`src/rtl/ex_mem_skid_reg.sv`:
```
// rtl/ex_mem_skid_reg.sv - EX->MEM pipeline register with 2-entry skid buffer
// ex_ready is registered so MEM backpressure never reaches EX combinationally.
module ex_mem_skid_reg #(
   parameter int DATA_W      = 32,
   parameter int RD_W        = 5,
   parameter int STALL_CNT_W = 16
) (
   input  logic                   clk,
   input  logic                   rst_n,
   input  logic                   flush,
   input  logic                   ex_valid,
   output logic                   ex_ready,
   input  logic [DATA_W-1:0]      ex_alu_result,
   input  logic [DATA_W-1:0]      ex_store_data,
   input  logic [RD_W-1:0]        ex_rd,
   input  logic [3:0]             ex_ctrl,
   output logic                   mem_valid,
   input  logic                   mem_ready,
   output logic [DATA_W-1:0]      mem_alu_result,
   output logic [DATA_W-1:0]      mem_store_data,
   output logic [RD_W-1:0]        mem_rd,
   output logic                   mem_MemRead,
   output logic                   mem_MemWrite,
   output logic                   mem_RegWrite,
   output logic                   mem_MemtoReg,
   output logic [STALL_CNT_W-1:0] stall_cycles
);

   localparam int BEAT_W = 2 * DATA_W + RD_W + 4;

   typedef enum logic [1:0] {EMPTY, BUSY, FULL} state_t;

   state_t                  state_q, state_d;
   logic                    ex_ready_q;
   logic [BEAT_W-1:0]       main_q, skid_q;
   logic [STALL_CNT_W-1:0]  stall_q;
   logic                    acc, dq;
   logic                    load_main_ex, load_main_skid, load_skid, clear_skid;
   logic [BEAT_W-1:0]       beat_in;

   assign beat_in   = {ex_alu_result, ex_store_data, ex_rd, ex_ctrl};
   assign mem_valid = (state_q != EMPTY);
   assign acc       = ex_valid & ex_ready_q;
   assign dq        = mem_valid & mem_ready;

   always_comb begin
      state_d        = state_q;
      load_main_ex   = 1'b0;
      load_main_skid = 1'b0;
      load_skid      = 1'b0;
      clear_skid     = 1'b0;
      if (flush) begin
         state_d = EMPTY;
      end else begin
         case (state_q)
            EMPTY: begin
               if (acc) begin
                  state_d      = BUSY;
                  load_main_ex = 1'b1;
               end
            end
            BUSY: begin
               if (acc && !dq) begin
                  state_d   = FULL;
                  load_skid = 1'b1;
               end else if (acc && dq) begin
                  load_main_ex = 1'b1;
               end else if (dq) begin
                  state_d = EMPTY;
               end
            end
            FULL: begin
               if (dq) begin
                  state_d        = BUSY;
                  load_main_skid = 1'b1;
                  clear_skid     = 1'b1;
               end
            end
            default: state_d = EMPTY;
         endcase
      end
   end

   always_ff @(posedge clk or negedge rst_n) begin
      if (!rst_n) begin
         state_q    <= EMPTY;
         ex_ready_q <= 1'b1;
         main_q     <= '0;
         skid_q     <= '0;
         stall_q    <= '0;
      end else begin
         state_q    <= state_d;
         ex_ready_q <= (state_d != FULL);
         if (load_main_ex) begin
            main_q <= beat_in;
         end else if (load_main_skid) begin
            main_q <= skid_q;
         end
         if (load_skid) begin
            skid_q <= beat_in;
         end else if (clear_skid) begin
            skid_q <= '0;
         end
         // Counter keeps running through flush; it only saturates.
         if (mem_valid && !mem_ready && (stall_q != '1)) begin
            stall_q <= stall_q + STALL_CNT_W'(1);
         end
      end
   end

   assign ex_ready       = ex_ready_q;
   assign mem_alu_result = main_q[BEAT_W-1 -: DATA_W];
   assign mem_store_data = main_q[RD_W+4 +: DATA_W];
   assign mem_rd         = main_q[4 +: RD_W];
   // Memory/regfile side effects are masked on bubbles even if stale ctrl is held.
   assign mem_MemRead    = main_q[3] & mem_valid;
   assign mem_MemWrite   = main_q[2] & mem_valid;
   assign mem_RegWrite   = main_q[1] & mem_valid;
   assign mem_MemtoReg   = main_q[0];
   assign stall_cycles   = stall_q;

endmodule

```
`config.mk`:
```
export PLATFORM = sky130hd
export DESIGN_NAME = ex_mem_skid_reg
export DESIGN_NICKNAME = d
export VERILOG_FILES = /design/src/rtl/ex_mem_skid_reg.sv
export SDC_FILE = /design/constraint.sdc
export NUM_CORES = 1
export LEC_CHECK = 0
export CAP_MARGIN = 20
export CELL_PAD_IN_SITES_DETAIL_PLACEMENT = 0
export CELL_PAD_IN_SITES_GLOBAL_PLACEMENT = 1
export CORE_MARGIN = 3
export CORE_UTILIZATION = 39
export DETAILED_ROUTE_END_ITERATION = 10
export GPL_TIMING_DRIVEN = 0
export HOLD_SLACK_MARGIN = 0.12
export PLACE_DENSITY = 0.86
export REMOVE_ABC_BUFFERS = 1
export SYNTH_ARGS = -nofsm -noshare
export SYNTH_HDL_FRONTEND = slang
export SYNTH_SLANG_ARGS = --single-unit
```
`constraint.sdc`:
```
create_clock -name clk -period 2.1 [get_ports clk]
set_input_delay 0.42 -clock clk [delete_from_list [all_inputs] [get_ports clk]]
set_output_delay 0.42 -clock clk [all_outputs]
set_load 0.005 [all_outputs]
```
== After elaboration in Yosys (flattened, before gate mapping) ==
Cells that the tools add are included.

* Reductions and logical operators: 10
* Bitwise logic cells: 5
* Eq/ne operators: 4
* Mux-type cells: 22
* Add/sub/neg operators: 1

{| class="wikitable"
|+ Operator list
! kind !! count
|-
| 2-to-1 mux 73 bit || 4
|-
| adder 16 x 1 -> 16 bit, second input constant || 1
|-
| inequality test 16 bit, second input constant || 1
|-
| 2-to-1 mux 2 bit || 6
|-
| 2-to-1 mux 1 bit || 10
|-
| case mux 2 bit (3 select lines) || 1
|-
| nonzero test 2 bit || 3
|-
| bitwise AND 1 bit || 5
|-
| logical AND 1 bit || 4
|-
| == test 2 x 1 -> 1 bit, second input constant || 1
|-
| == test 2 bit, second input constant || 1
|-
| logical NOT 1 bit || 2
|-
| logical NOT 2 bit || 1
|-
| inequality test 2 bit, second input constant || 1
|-
| case mux 1 bit (2 select lines) || 1
|}

* Output and inout bits: 91
* Register bits after elaboration: 165

== Logic depth before layout (Yosys ltp) ==
Gate-level depths: netlist (run 1).

* Word-level depth: 8
* Depth in mapped cells: 7
* Mapped depth without buffers: 5

== Worst setup path before layout (run 1) ==
No wires, ideal clock.

* Path type: register -> register
* Start: reg stall_q[0], in the netlist stall_cycles[0]
* End: reg stall_q[12], in the netlist stall_cycles[12]
* Setup slack: 0.253 ns
* Data arrival time: 1.722 ns
* Required time: 1.975 ns
* Period minus slack after synthesis: 1.847 ns
* Cell stages (with the launch flop): 6
* Buffers on the path: 0
* Cell sequence: dfrtp_1 -> ha_1 -> nand4_4 -> or4_1 -> nor2_1 -> mux2_2

* Cells in the longest elaborated chain, start to end: 2
* Elaborated cells between the ends (all ways): 3

{| class="wikitable"
|+ Ends and longest elaborated chain
! element !! line !! text
|-
| start, declared || 36 || <nowiki>logic [STALL_CNT_W-1:0] stall_q;</nowiki>
|-
| start signal, assigned || 106 || <nowiki>stall_q <= stall_q + STALL_CNT_W'(1);</nowiki>
|-
| branches (longest 2 deep; another with adder 16 x 1 -> 16 bit) || n/a ||
|}

Several ways; the timed one is not identified.
A chain may end at the register's enable or synchronous reset.

== Worst setup path after layout (run 1) ==
* Start: reg state_q[1]
* End: out mem_MemWrite

* Cells in the longest elaborated chain, start to end: 2

{| class="wikitable"
|+ Ends and longest elaborated chain
! element !! line !! text
|-
| start, declared || 33 || <nowiki>state_t state_q, state_d;</nowiki>
|-
| start signal, assigned || 92 || <nowiki>state_q <= state_d;</nowiki>
|-
| nonzero test 2 bit || 42 || <nowiki>assign mem_valid = (state_q != EMPTY);</nowiki>
|-
| bitwise AND 1 bit || 117 || <nowiki>assign mem_MemWrite = main_q[2] & mem_valid;</nowiki>
|-
| end, declared || 23 || <nowiki>output logic mem_MemWrite,</nowiki>
|}

No other way between the ends.

==> results of run 1 <==
-- through the flow --
stage	power [mW]	cells	setup slack (ns)
5_1_grt	9.57	1178	0.0139
6_report	8.99	1178	0.0773
2_1_floorplan	4.98	677	-8.77
3_5_place_dp	6.07	1131	-0.797
4_1_cts	9.12	1169	0.00999
3_3_place_gp	6.05	1105	-15.35
-- synthesized netlist by cell type, types with 2 or more instances --
master / n / area share [%]
nand3_1: 3 / 0.19
buf_2: 16 / 1.0
nor2_1: 6 / 0.29
dfrtp_1: 164 / 53
nor2b_1: 4 / 0.32
xor2_1: 8 / 0.91
nor3_1: 4 / 0.26
buf_4: 75 / 7.3
nand2_1: 230 / 11
mux2i_1: 73 / 9.4
o21ai_1: 23 / 1.5
nand4_4: 2 / 0.55
o21ai_0: 124 / 8.0
nor4_1: 3 / 0.24
nand4_1: 3 / 0.24
or2_2: 2 / 0.16
buf_6: 6 / 0.87
xnor2_1: 7 / 0.79
nand4b_1: 2 / 0.23
clkbuf_1: 19 / 0.92
buf_1: 2 / 0.097
inv_1: 3 / 0.15
-- layout by cell type, fill, tap and decap left out, drive strengths merged, types with 2 or more instances in the layout --
| cell | instances |
|---|---|
| nand2 | 230 |
| clkdlybuf4s50 | 164 |
| dfrtp | 164 |
| o21ai | 147 |
| mux2i | 73 |
| buf | 39 |
| clkbuf | 19 |
| xor2 | 8 |
| xnor2 | 7 |
| inv | 7 |
| nor2 | 6 |
| clkinvlp | 5 |
| or2 | 5 |
| nand4 | 5 |
| nor3 | 5 |
| nor2b | 4 |
| nor4 | 4 |
| nand3 | 3 |
| clkinv | 3 |
| nand4b | 2 |
| dlymetal6s2s | 2 |
-- kinds of logic after synthesis --
logic type | after synthesis
multiplexers | 74
AND/OR/NAND/NOR | 267
adder cells (fa/ha/maj) | 1
AO/OA/AOI/OAI | 152
XOR/XNOR | 15
flip-flops | 165
buffers and inverters | 121
-- per-layer routing --
| layer | vias up | track usage, % |
|---|---|---|
| met5 | - | 0 |
| met4 | 2 | 4.52 |
| met3 | 15 | 6.26 |
| met2 | 144 | 24.8 |
| met1 | 2615 | 21.5 |
| li1 | 2800 | - |
-- state kept, by name, indices dropped and copies added (netlist names) --
| signal | count |
|---|---|
| ex_ready | 1 |
| skid_q | 73 |
| stall_cycles | 16 |
| main_q | 73 |
| state_q | 2 |
-- worst paths after layout --
check                                       from               end  slack [ns]  depth (start not counted)
min in group asynchronous                  rst_n        main_q[42]        0.53                          2
worst max-delay path                  state_q[1]      mem_MemWrite        0.08                          3
worst min-delay path                       flush        state_q[0]        0.45                          2
worst max register to register        state_q[0]        main_q[13]        0.13                          6
max in group asynchronous                  rst_n        state_q[1]        0.69                          3
worst min register to register  stall_cycles[15]  stall_cycles[15]        0.49                          1
-- power by group --
part	switching, mW	internal [mW]	leakage, nW
registers	0.409	3.86	2.09
clock network	1.30	1.68	0.263
logic	0.713	1.03	2.37
total	2.42	6.57	4.72
-- critical path, stage by stage, from the launching register on --
cell             delay (ns)
dfrtp_2                0.44
nor2_4                 0.07
nor2b_1                0.16
clkdlybuf4s50_1        0.52
-- area by class of cell --
| type | instances | area, sq um |
|---|---|---|
| Inverter | 3 | 11.3 |
| Clock inverter | 13 | 121 |
| Clock buffer | 19 | 443 |
| Timing Repair Buffer | 207 | 2100 |
| Multi-Input combinational cell | 511 | 2860 |
| Tap cell | 260 | 325 |
| Sequential cell | 165 | 4130 |
| Fill cell | 1744 | 9090 |
-- what timing repair did --
action | CTS | global route
hold endpoints to repair | 57 | 0
hold buffers | 1 | 0
pin swaps | 2 | 2
cloned | 2 | 0
buffers inserted | 3 | 11
resized for setup | 7 | 7
setup endpoints to repair | 93 | 57
==> flow_metrics.env, run 1 <==
export IMPL_status="completed"
export IMPL_hold_violations=0
export IMPL_layout_drive_gt1_share_pct=9.69
export IMPL_die_area_sq_um=21600
export IMPL_fp_dieW_microns=147
export IMPL_cts_sinks=165
export IMPL_drc=0
export IMPL_finalCritPeriodShare_pct=96.3
export IMPL_insertion_delay_ns=0.41
export IMPL_yosys_area_share_simple_pct=14.5
export IMPL_p_per_area_nw_per_um2=900
export IMPL_place_gp_congestion=0.747
export IMPL_synthAdderAreaFrac_pct=0.162
export IMPL_synth_ff_type="dfrtp_1"
export IMPL_crit_type="reg2out"
export IMPL_synth_edff_count=0
export IMPL_drtIter0Drc=235
export IMPL_synthMuxAreaShare_pct=9.59
export IMPL_top_layer="met5"
export IMPL_antenna_left=0
export IMPL_critPathArrivalTime_ns=1.60
export IMPL_antennaDiodeCount=0
export IMPL_vias=5576
export IMPL_ys_ff_latch=165
export IMPL_grt_max_degree=109
export IMPL_h_tree_depth=4
export IMPL_yosysWarnings=0
export IMPL_syn_to_final_growth_pct=29.1
export IMPL_leakagePower_nw=4.72
export IMPL_chipHeight_microns=147
export IMPL_syn_inst=795
export IMPL_clock_skew_final_ns=0.00848
export IMPL_cp_required_ns=1.68
export IMPL_port_buffers=168
export IMPL_grt_setup_unrepaired="false"
export IMPL_setup_viol_count_final=0
export IMPL_dr_wl_met3_mm=1.33
export IMPL_rows=50
export IMPL_ios=169
export IMPL_crit_path_end_kind="primary output"
export IMPL_fin_area_sq_um=9990
export IMPL_synthDistinctLibCells=38
export IMPL_dr_pass1_iters=6
export IMPL_synthArstFlopShare_pct=100
export IMPL_avgRoutedWirePerCell_microns=14.5
export IMPL_cts_root_buf="clkbuf_16"
export IMPL_grt_total_usage_pct=16.2
export IMPL_ir_drop_mv=0.518
export IMPL_core_area_sq_um=19100
export IMPL_fin_util_pct=52.3
export IMPL_viasPerCell=4.73
export IMPL_synth_top_family_by_area="simple AND/OR/NAND/NOR gates"
export IMPL_drv_cap=0
export IMPL_cp_max_fo=6
export IMPL_hold_ws_ns=0.446
export IMPL_drv_slew=0
export IMPL_hpwl_mm=11.6
export IMPL_post_dp_cell_area_sq_um=9270
export IMPL_grt_pass1_wl_mm=28.5
export IMPL_tightest_slew_ns=0.598
export IMPL_syn_avg_cell_area_sq_um=9.73
export IMPL_seq_area_frac_synth_pct=53.4
export IMPL_tns_ns=0
export IMPL_grt_ovfl_total=0
export IMPL_startpoint_type="register"
export IMPL_initial_core_util_pct=40.5
export IMPL_antenna_found_initial=1
export IMPL_numCtsBuffers=17
export IMPL_synth_compound_area_share_pct=10.4
export IMPL_synthXorXnorAreaFrac_pct=1.70
export IMPL_grt_pass1_vias=5499
export IMPL_min_path_type="in2reg"
export IMPL_final_nets=984
export IMPL_syn_area_sq_um=7740
export IMPL_fmax_mhz=494
export IMPL_wl_met1_mm=7.85
export IMPL_fin_crit_ns=2.02
export IMPL_cts_tree="built"
export IMPL_finalWirelength_mm=17.1
export IMPL_clk_pin_slew_ns=0.07
export IMPL_clk_path_buf_depth=2
export IMPL_slew_headroom_pct=60.0
export IMPL_met2_wirelength_mm=7.73
Note: power is estimated with default switching activity, not from simulation.
==> inputs of run 2 (changes only) <==
CORE_UTILIZATION = 35   (was 39)
PLACE_DENSITY = 0.81   (was 0.86)
SETUP_SLACK_MARGIN = 0.2   (was not set)
clock period = 1.75 ns   (was 2.1 ns; I/O delays follow)
==> flow_metrics.env, run 2 (synthesized netlist as in run 1, its figures left out) <==
export IMPL_status="completed"
export IMPL_chipHeight_microns=155
export IMPL_cts_tree="built"
export IMPL_antenna_left=0
export IMPL_drtIter0Drc=298
export IMPL_finalWirelength_mm=23.5
export IMPL_die_area_sq_um=23900
export IMPL_port_buffers=168
export IMPL_grt_pass1_vias=6166
export IMPL_ir_drop_mv=0.595
export IMPL_antenna_found_initial=0
export IMPL_ios=169
export IMPL_power_mw=12.3
export IMPL_drv_slew=0
export IMPL_finalCritPeriodShare_pct=99.9
export IMPL_core_area_sq_um=21400
export IMPL_clk_path_buf_depth=2
export IMPL_hpwl_mm=12.0
export IMPL_numCtsBuffers=17
export IMPL_drv_cap=0
export IMPL_tns_ns=0
export IMPL_cts_sinks=165
export IMPL_syn_to_final_growth_pct=63.6
export IMPL_leakagePower_nw=6.65
export IMPL_grt_ovfl_total=0
export IMPL_startpoint_type="register"
export IMPL_place_gp_congestion=0.771
export IMPL_antennaDiodeCount=0
export IMPL_final_setup_worst_slack_ns=0.00192
export IMPL_rows=53
export IMPL_avgRoutedWirePerCell_microns=17.9
export IMPL_grt_setup_unrepaired="true"
export IMPL_fin_area_sq_um=12700
export IMPL_grt_pass1_wl_mm=33.2
export IMPL_clk_pin_slew_ns=0.07
export IMPL_layout_commonest_cell="dfrtp_1"
export IMPL_final_nets=1106
export IMPL_initial_core_util_pct=36.2
export IMPL_hold_violations=0
export IMPL_regArea_sq_um=4140
export IMPL_h_tree_depth=4
export IMPL_fin_crit_ns=1.75
export IMPL_setup_viol_count_final=0
export IMPL_tightest_slew_ns=0.685
export IMPL_cp_required_ns=2.04
export IMPL_cts_root_buf="clkbuf_16"
export IMPL_cp_max_fo=4
export IMPL_p_per_area_nw_per_um2=971
export IMPL_clock_skew_final_ns=0.00837
export IMPL_grt_total_usage_pct=17.3
export IMPL_fill_cells=1781
export IMPL_fmax_mhz=572
export IMPL_drc=0
export IMPL_viasPerCell=4.89
export IMPL_critPathArrivalTime_ns=2.04
export IMPL_crit_path_end_kind="register"
export IMPL_slew_headroom_pct=54.3
export IMPL_post_dp_cell_area_sq_um=9300
export IMPL_layout_drive_gt1_share_pct=35.8
export IMPL_final_cell_mix="dfrtp_1 (155), nand2_1 (150), o21ai_1 (78)"
export IMPL_min_path_type="in2reg"
export IMPL_grt_max_degree=87
export IMPL_vias=6427
export IMPL_insertion_delay_ns=0.42
export IMPL_fp_dieW_microns=155
export IMPL_crit_type="reg2reg"
export IMPL_multi_input_area_sq_um=3510
export IMPL_dr_pass1_iters=4
export IMPL_place_ws_ns=-0.948
-- run 2: layer usage --
layer	wire, microns	track usage, %	vias to the layer above	part of all wire, %
met2	11600	27.9	159	49
met4	437	5.34	0	1.9
li1	-	-	3064	-
met3	1200	4.56	27	5.1
met1	10300	22.9	3177	44
met5	0	0	-	0
-- run 2: what timing repair did --
item                                    4_1_cts  5_1_grt
pin swaps                                    36       52
hold endpoints to repair                     85        0
resized for setup                           207      315
cloned                                        9       20
hold buffers                                  1        0
endpoints found under the setup margin      253      214
buffers inserted                             74       32
-- run 2: path summary, 6_finish.rpt --
path / slack [ns] / endpoint / start / cells after the start
max: 0.002 / stall_cycles[8] / state_q[0] / 8
min: 0.49 / skid_q[11] / ex_store_data[2] / 3
max reg2reg: 0.002 / stall_cycles[8] / state_q[0] / 8
min reg2reg: 0.51 / skid_q[7] / skid_q[7] / 2
max in group asynchronous: 0.38 / ex_ready / rst_n / 3
min in group asynchronous: 0.51 / main_q[42] / rst_n / 2
-- run 2: critical path, cell delays in order (launching register included) --
cell	delay (ns)
dfrtp_2	0.40
nor2_4	0.07
buf_6	0.12
buf_6	0.10
buf_4	0.12
buf_4	0.12
nor4_1	0.33
o21ai_0	0.20
xnor2_1	0.16
-- run 2: report_power, final --
group          switching [mW]  leakage [nW]  internal [mW]
sequential              0.545          2.08           4.64
combinational            1.21          4.26           1.77
clock                    1.66         0.308           2.45
total                    3.42          6.65           8.86
-- run 2: cell type report --
type	count	area share (%)
flip-flops and latches	165	32.7
repair buffers	330	31.7
multi-input cells	510	27.7
clock buffers	18	3.47
well taps	275	2.72
clock inverters	14	1.56
inverters	3	0.0890
-- run 2: metrics by stage --
step,hold WS [ns],instances,utilization (%)
floorplan,0.0544,677,-
global placement,0.491,1120,42.0
detailed placement,0.401,1147,43.6
CTS,0.457,1263,52.3
global route,0.490,1315,59.3
finish,0.490,1315,59.3
